**config.mk**
```make
export PLATFORM = sky130hd
export DESIGN_NAME = hilo_div_sequencer
export DESIGN_NICKNAME = d
export VERILOG_FILES = /design/src/rtl/hilo_div_sequencer.sv
export SDC_FILE = /design/constraint.sdc
export NUM_CORES = 1
export LEC_CHECK = 0
export CORE_MARGIN = 1
export CORE_UTILIZATION = 46
export DETAILED_ROUTE_END_ITERATION = 8
export PLACE_DENSITY = 0.84
export SLEW_MARGIN = 15
export SYNTH_ARGS = -nofsm -noshare
export SYNTH_HDL_FRONTEND = slang
export SYNTH_SLANG_ARGS = --single-unit
```
**constraint.sdc**
```tcl
create_clock -name clk -period 2.4 [get_ports clk]
set_input_delay 0.48 -clock clk [delete_from_list [all_inputs] [get_ports clk]]
set_output_delay 0.48 -clock clk [all_outputs]
set_load 0.01 [all_outputs]
```
**src/rtl/hilo_div_sequencer.sv**
```systemverilog
// EX-stage sequencer for the multi-cycle unsigned divider and HI/LO commit.
// Launches DIVU, counts iterations, strobes HI/LO write, stalls dependent ops.
module hilo_div_sequencer #(
  parameter int DIV_CYCLES = 32,
  parameter int CNT_W      = 8
) (
  input  logic             clk,
  input  logic             reset,
  input  logic             div_req,
  input  logic             divisor_zero,
  input  logic             mf_req,
  input  logic             flush,
  output logic             div_start,
  output logic             div_busy,
  output logic             hilo_we,
  output logic             stall,
  output logic             div_err,
  output logic [CNT_W-1:0] cycles_left
);

  typedef enum logic [1:0] {IDLE, RUN, WRITE} state_t;

  localparam logic [CNT_W-1:0] CNT_LOAD = CNT_W'(DIV_CYCLES - 1);

  state_t           state, state_nx;
  logic [CNT_W-1:0] cnt_nx;
  logic             start_nx, err_nx;

  always_ff @(posedge clk or negedge reset) begin
    if (!reset) begin
      state       <= IDLE;
      cycles_left <= '0;
      div_start   <= 1'b0;
      div_err     <= 1'b0;
    end else begin
      state       <= state_nx;
      cycles_left <= cnt_nx;
      div_start   <= start_nx;
      div_err     <= err_nx;
    end
  end

  always_comb begin
    state_nx = state;
    cnt_nx   = cycles_left;
    start_nx = 1'b0;
    err_nx   = 1'b0;
    case (state)
      IDLE: begin
        cnt_nx = '0;
        // flush kills the EX instruction, so neither launch nor error
        if (div_req && !flush) begin
          if (divisor_zero) begin
            err_nx = 1'b1;
          end else begin
            state_nx = RUN;
            cnt_nx   = CNT_LOAD;
            start_nx = 1'b1;
          end
        end
      end
      RUN: begin
        if (flush) begin
          state_nx = IDLE;
          cnt_nx   = '0;
        end else if (cycles_left == '0) begin
          state_nx = WRITE;
        end else begin
          cnt_nx = cycles_left - 1'b1;
        end
      end
      WRITE: begin
        // commit is already architecturally visible; flush does not abort it
        state_nx = IDLE;
        cnt_nx   = '0;
      end
      default: begin
        state_nx = IDLE;
        cnt_nx   = '0;
      end
    endcase
  end

  assign div_busy = (state == RUN) || (state == WRITE);
  assign hilo_we  = (state == WRITE);
  assign stall    = (state != IDLE) && (div_req || mf_req);

endmodule

```
After elaboration in Yosys (flattened, before gate mapping)
Cells that the tools add are included.
{ "totals": {"inputBits": 6, "wordCells": 36, "register_bits": 12, "out_inout_bits": 13} }
{ "op_classes": {"reduce_logical": 9, "muxes": 16, "n_eq_ne": 6, "add_sub_neg": 1} }
{ "op_table": {"columns": ["operator", "count"], "rows": [
  ["$mux 8", 2],
  ["$pmux 8 s2", 1],
  ["$mux 5", 2],
  ["$logic_not 8->1", 1],
  ["$mux 2", 4],
  ["$sub 8x1->8 const B", 1],
  ["$mux 1", 6],
  ["$ne 3x3->1 const B", 2],
  ["$ne 2x2->1 const B", 2],
  ["$pmux 2 s2", 1],
  ["$reduce_and 3->1", 1],
  ["$eq 2x1->1 const B", 1],
  ["$eq 2x2->1 const B", 1],
  ["$logic_and 1x1->1", 2],
  ["$logic_not 2->1", 1],
  ["$logic_or 1x1->1", 2],
  ["$reduce_bool 2->1", 1],
  ["$logic_not 1->1", 1]
]} }

Depth between registers and ports, before layout
Gate-level depths: netlist of the first run.
{ "depth": {"ltp_word": 4, "ltp_mapped": 7, "depth_no_buf": 7} }

Worst setup path after synthesis of the first run
Ideal clock, no wire load.
{ "synth_path": {"kind": "flip-flop to flip-flop", "from": "reg cycles_left[2]", "to": "reg cycles_left[6]", "slack_ns": 0.621, "required_ns": 2.322, "n_path_buf": 1, "path_stages_with_launch": 5, "setup_ns": 0.078, "period_less_slack_ns": 1.779, "t_arrival_ns": 1.701, "cell_sequence": "dfrtp_1 or4_1 buf_2 or4_1 a21oi_1"} }
{ "synth_via": {"elab_chain_cells": 4, "elab_cells_between_ends": 6, "cone_classes": "add/sub: 1; eq/ne: 1; mux: 3; reduce/logical: 1"} }
{ "synth_lines": {"columns": ["item", "line_no", "rtl"], "rows": [
  ["start: declaration", "18", "output logic [CNT_W-1:0] cycles_left"],
  ["start signal: assignment", "37", "cycles_left <= cnt_nx;"],
  ["$sub 8x1->8", "69", "cnt_nx = cycles_left - 1'b1;"],
  ["$mux 8", "66", "end else if (cycles_left == '0) begin"],
  ["$mux 8", "63", "if (flush) begin"],
  ["$pmux 8 s2", "48", "case (state)"]
]} }
Several ways; a longest one is shown, not always the timed one. The select of a mux whose other input is x is not followed.
A chain may end at the register's enable or synchronous reset.

Worst setup path after layout of the first run
{ "layout_path": {"from": "reg state[0]", "to": "out stall"} }
{ "layout_via": {"elab_chain_cells": 2} }
{ "layout_lines": {"columns": ["item", "line_no", "rtl"], "rows": [
  ["start: declaration", "25", "state_t state, state_nx;"],
  ["start signal: assignment", "36", "state <= state_nx;"],
  ["$reduce_bool 2->1", "86", "assign stall = (state != IDLE) && (div_req || mf_req);"],
  ["$logic_and 1x1->1", "86", null],
  ["end: declaration", "16", "output logic stall,"]
]} }
No other way between the ends.

==> results of run 1 <==
==> state kept, by name (all words and copies together), names as in the netlist <==
register,count
cycles_left,8
div_err,1
div_start,1
state,2
==> routing by layer <==
layer | share of wire, % | up-vias
li1 | - | 311
met1 | 41 | 309
met2 | 50 | 27
met3 | 6.4 | 6
met4 | 2.3 | 0
met5 | 0 | -
==> worst paths after layout <==
| kind | to | startpoint |
|---|---|---|
| min in group asynchronous | cycles_left[6] | reset |
| max reg2reg | cycles_left[0] | state[0] |
| min reg2reg | state[1] | state[1] |
| max in group asynchronous | cycles_left[4] | reset |
| min | state[1] | state[1] |
| max | stall | state[0] |
==> power by group through the flow <==
| stage | combinational [mW] | sequential, mW | clock (mW) |
|---|---|---|---|
| floorplan | 0.415 | 0.322 | 0 |
| global placement | 0.622 | 0.316 | 0 |
| detailed placement | 0.647 | 0.318 | 0 |
| CTS | 0.648 | 0.314 | 0.125 |
| global route | 0.718 | 0.325 | 0.135 |
| finish | 0.649 | 0.315 | 0.121 |
==> placed cells by master (no fill, tap or decap), types with 2 or more instances in the layout <==
cell	n
clkdlybuf4s50_1	18
dfrtp_1	12
inv_1	6
nor2_1	6
a21oi_1	5
ha_1	5
nand2_1	3
clkbuf_4	3
nor4_1	2
nor3b_1	2
nand2b_1	2
or4_1	2
or3b_2	2
a311oi_1	2
nor3_1	2
xnor2_1	2
a221oi_1	2
o211ai_1	2
==> cell type report <==
type	count	area (µm²)
clock buffers	3	22.5
fillers	110	430
inverters	6	22.5
multi-input cells	53	384
flip-flops and latches	12	300
well taps	15	18.8
repair buffers	19	188
==> logic make-up after synthesis <==
| kind of cell | count (synthesis) |
|---|---|
| and+or+nand+nor | 28 |
| AOI/OAI and AO/OA | 16 |
| DFF | 12 |
| buffers and inverters | 8 |
| adders and majority gates | 5 |
| xor gates and xnor gates | 3 |
| muxes | 1 |
==> stage by stage <==
stage / utilization (%) / hold slack [ns] / worst slack, ns / std cells
global placement: 66.8 / 0.525 / 0.279 / 105
finish: 68.5 / 0.549 / 0.221 / 108
floorplan: - / 0.184 / 0.621 / 73
detailed placement: 66.8 / 0.537 / 0.241 / 105
global route: 68.5 / 0.591 / 0.128 / 108
CTS: 68.5 / 0.551 / 0.209 / 108
==> critical path: stages (launching register included) <==
cell and delay [ns]:
dfrtp_1 0.40, inv_1 0.08, ha_1 0.27, nor2_1 0.13, clkdlybuf4s50_1 0.54
==> impl_metrics.yaml, run 1 <==
run_status:
  status: "finished, final reports clean"
synth:
  synthSimpleGateAreaFrac_pct: 23.6
  synth_top_family_by_area: "simple AND/OR/NAND/NOR gates"
  synth.yosys.seq_area_share_pct: 42.0
  yosysMostFrequentCell: "dfrtp_1"
  avgSynthCellArea_um2: 9.80
  ys_warn_count: 0
  synth-async-reset-ratio_pct: 100
  yosys-top-cells-area: "dfrtp_1 (42%), ha_1 (8.7%), a21oi_1 (3.5%)"
  syn_nets: 84
  synthFlopType: "dfrtp_1"
  synth.top_cell.area_share_pct: 42.0
  synth_top_area_cell: "dfrtp_1"
  synth.area.mux_share_pct: 1.40
  synthDistinctLibCells: 32
  yosys_register_bits: 12
  synth_area_um2: 716
  synthXorXnorAreaFrac_pct: 3.67
  synth_common_cells: "dfrtp_1 (12), inv_1 (6), nor2_1 (6)"
  synthCells: 73
  synthAdderAreaFrac_pct: 8.74
  synth_edf_count: 0
  synth-compound-area-share_pct: 16.3
floorplanning:
  ios: 19
  core_area_mm2: 0.00137
  row_count: 13
  die-area_mm2: 0.00172
  die_w_um: 41.4
  dieHeight_um: 41.4
  start_util_pct: 52.4
critical_path:
  r2r_slack_ns: 0.52
  end_kind: "output pin"
  cp.arrival_ns: 1.70
  critPathRequiredTime_ns: 1.92
  rr_worst_depth: 7
  worst-setup-path-type: "register to output pin"
  critPathMaxFanout: 6
  start_kind: "register"
drt:
  routed_via_density: 6.05
  detail-route-antenna-nets: 0
  dr.pass1.iters: 4
  wl_per_cell_um: 15.0
  drc: 0
  drtIter0Drc: 27
  wl_mm: 1.62
  vias: 653
timing:
  max_slew.worst_pin.slew_ns: 0.549
  slew_violations: 0
  fin_tns_setup_ns: 0
  slew_headroom_pct: 63.3
  min_period_ns: 2.18
  fmax_mhz: 459
  clock_skew_ns: 0.00372
  rsz0062_at_grt: "false"
  hold_viol: 0
  period_share_pct: 90.8
  setup_viol: 0
cts:
  clk_pin_slew_ns: 0.07
  cts_setup_buffers: 0
  cts_resized: 0
  clockBufferDepth: 2
  cts_buffers: 3
  cts_root_buf: "clkbuf_4"
  cts_hold_buf: 0
  clk_latency_ns: 0.27
  htreeDepth: 1
  cts_sinks: 12
  cts_tree: "done"
place:
  dpl-instance-area_um2: 913
  hpwl_mm: 1.25
  gp_congestion: 0.917
  port-buffer-count: 18
pwr:
  seq_power_share_pct: 29.1
  peakVddDrop_v: 0.000724
  intPower_uw: 622
  switching_share_pct: 42.7
  pwr-share-comb_pct: 59.8
  power.total_mw: 1.08
  p_leak_nw: 0.409
  p_clk_share_pct: 11.1
  p_sw_uw: 463
  powerDensity_mw_per_mm2: 1160
final_layout:
  final_area_um2: 936
  area_delta_synth_final_pct: 30.8
  nets: 106
  drive_gt1_share_pct: 8.60
  antenna_cells: 0
min_path:
  hold_path_class: "register to register"
  hold_path_depth: 1
global_routing:
  antenna_found_initial: 0
  grt_max_degree: 13
  top_usage_layer: "met2"
  grt_pass1_vias: 674
  grt_use_met2_pct: 35.6
  overflow: 0
  grt_usage_pct: 21.7
  grt_pass1_wl_mm: 2.80
  met3_usage_pct: 8.70
  met1_usage_pct: 23.1
run:
  maxCapViolations: 0
Note: power is estimated with default switching activity, not from simulation.
==> inputs of run 2 (changes only) <==
--- a/config.mk
+++ b/config.mk
@@ -9,7 +9,6 @@
 export CORE_UTILIZATION = 46
 export DETAILED_ROUTE_END_ITERATION = 8
 export PLACE_DENSITY = 0.84
-export SLEW_MARGIN = 15
 export SYNTH_ARGS = -nofsm -noshare
 export SYNTH_HDL_FRONTEND = slang
 export SYNTH_SLANG_ARGS = --single-unit
==> results of run 2 <==
Same layout as run 1: the final DEF is identical, and so are final timing and power.
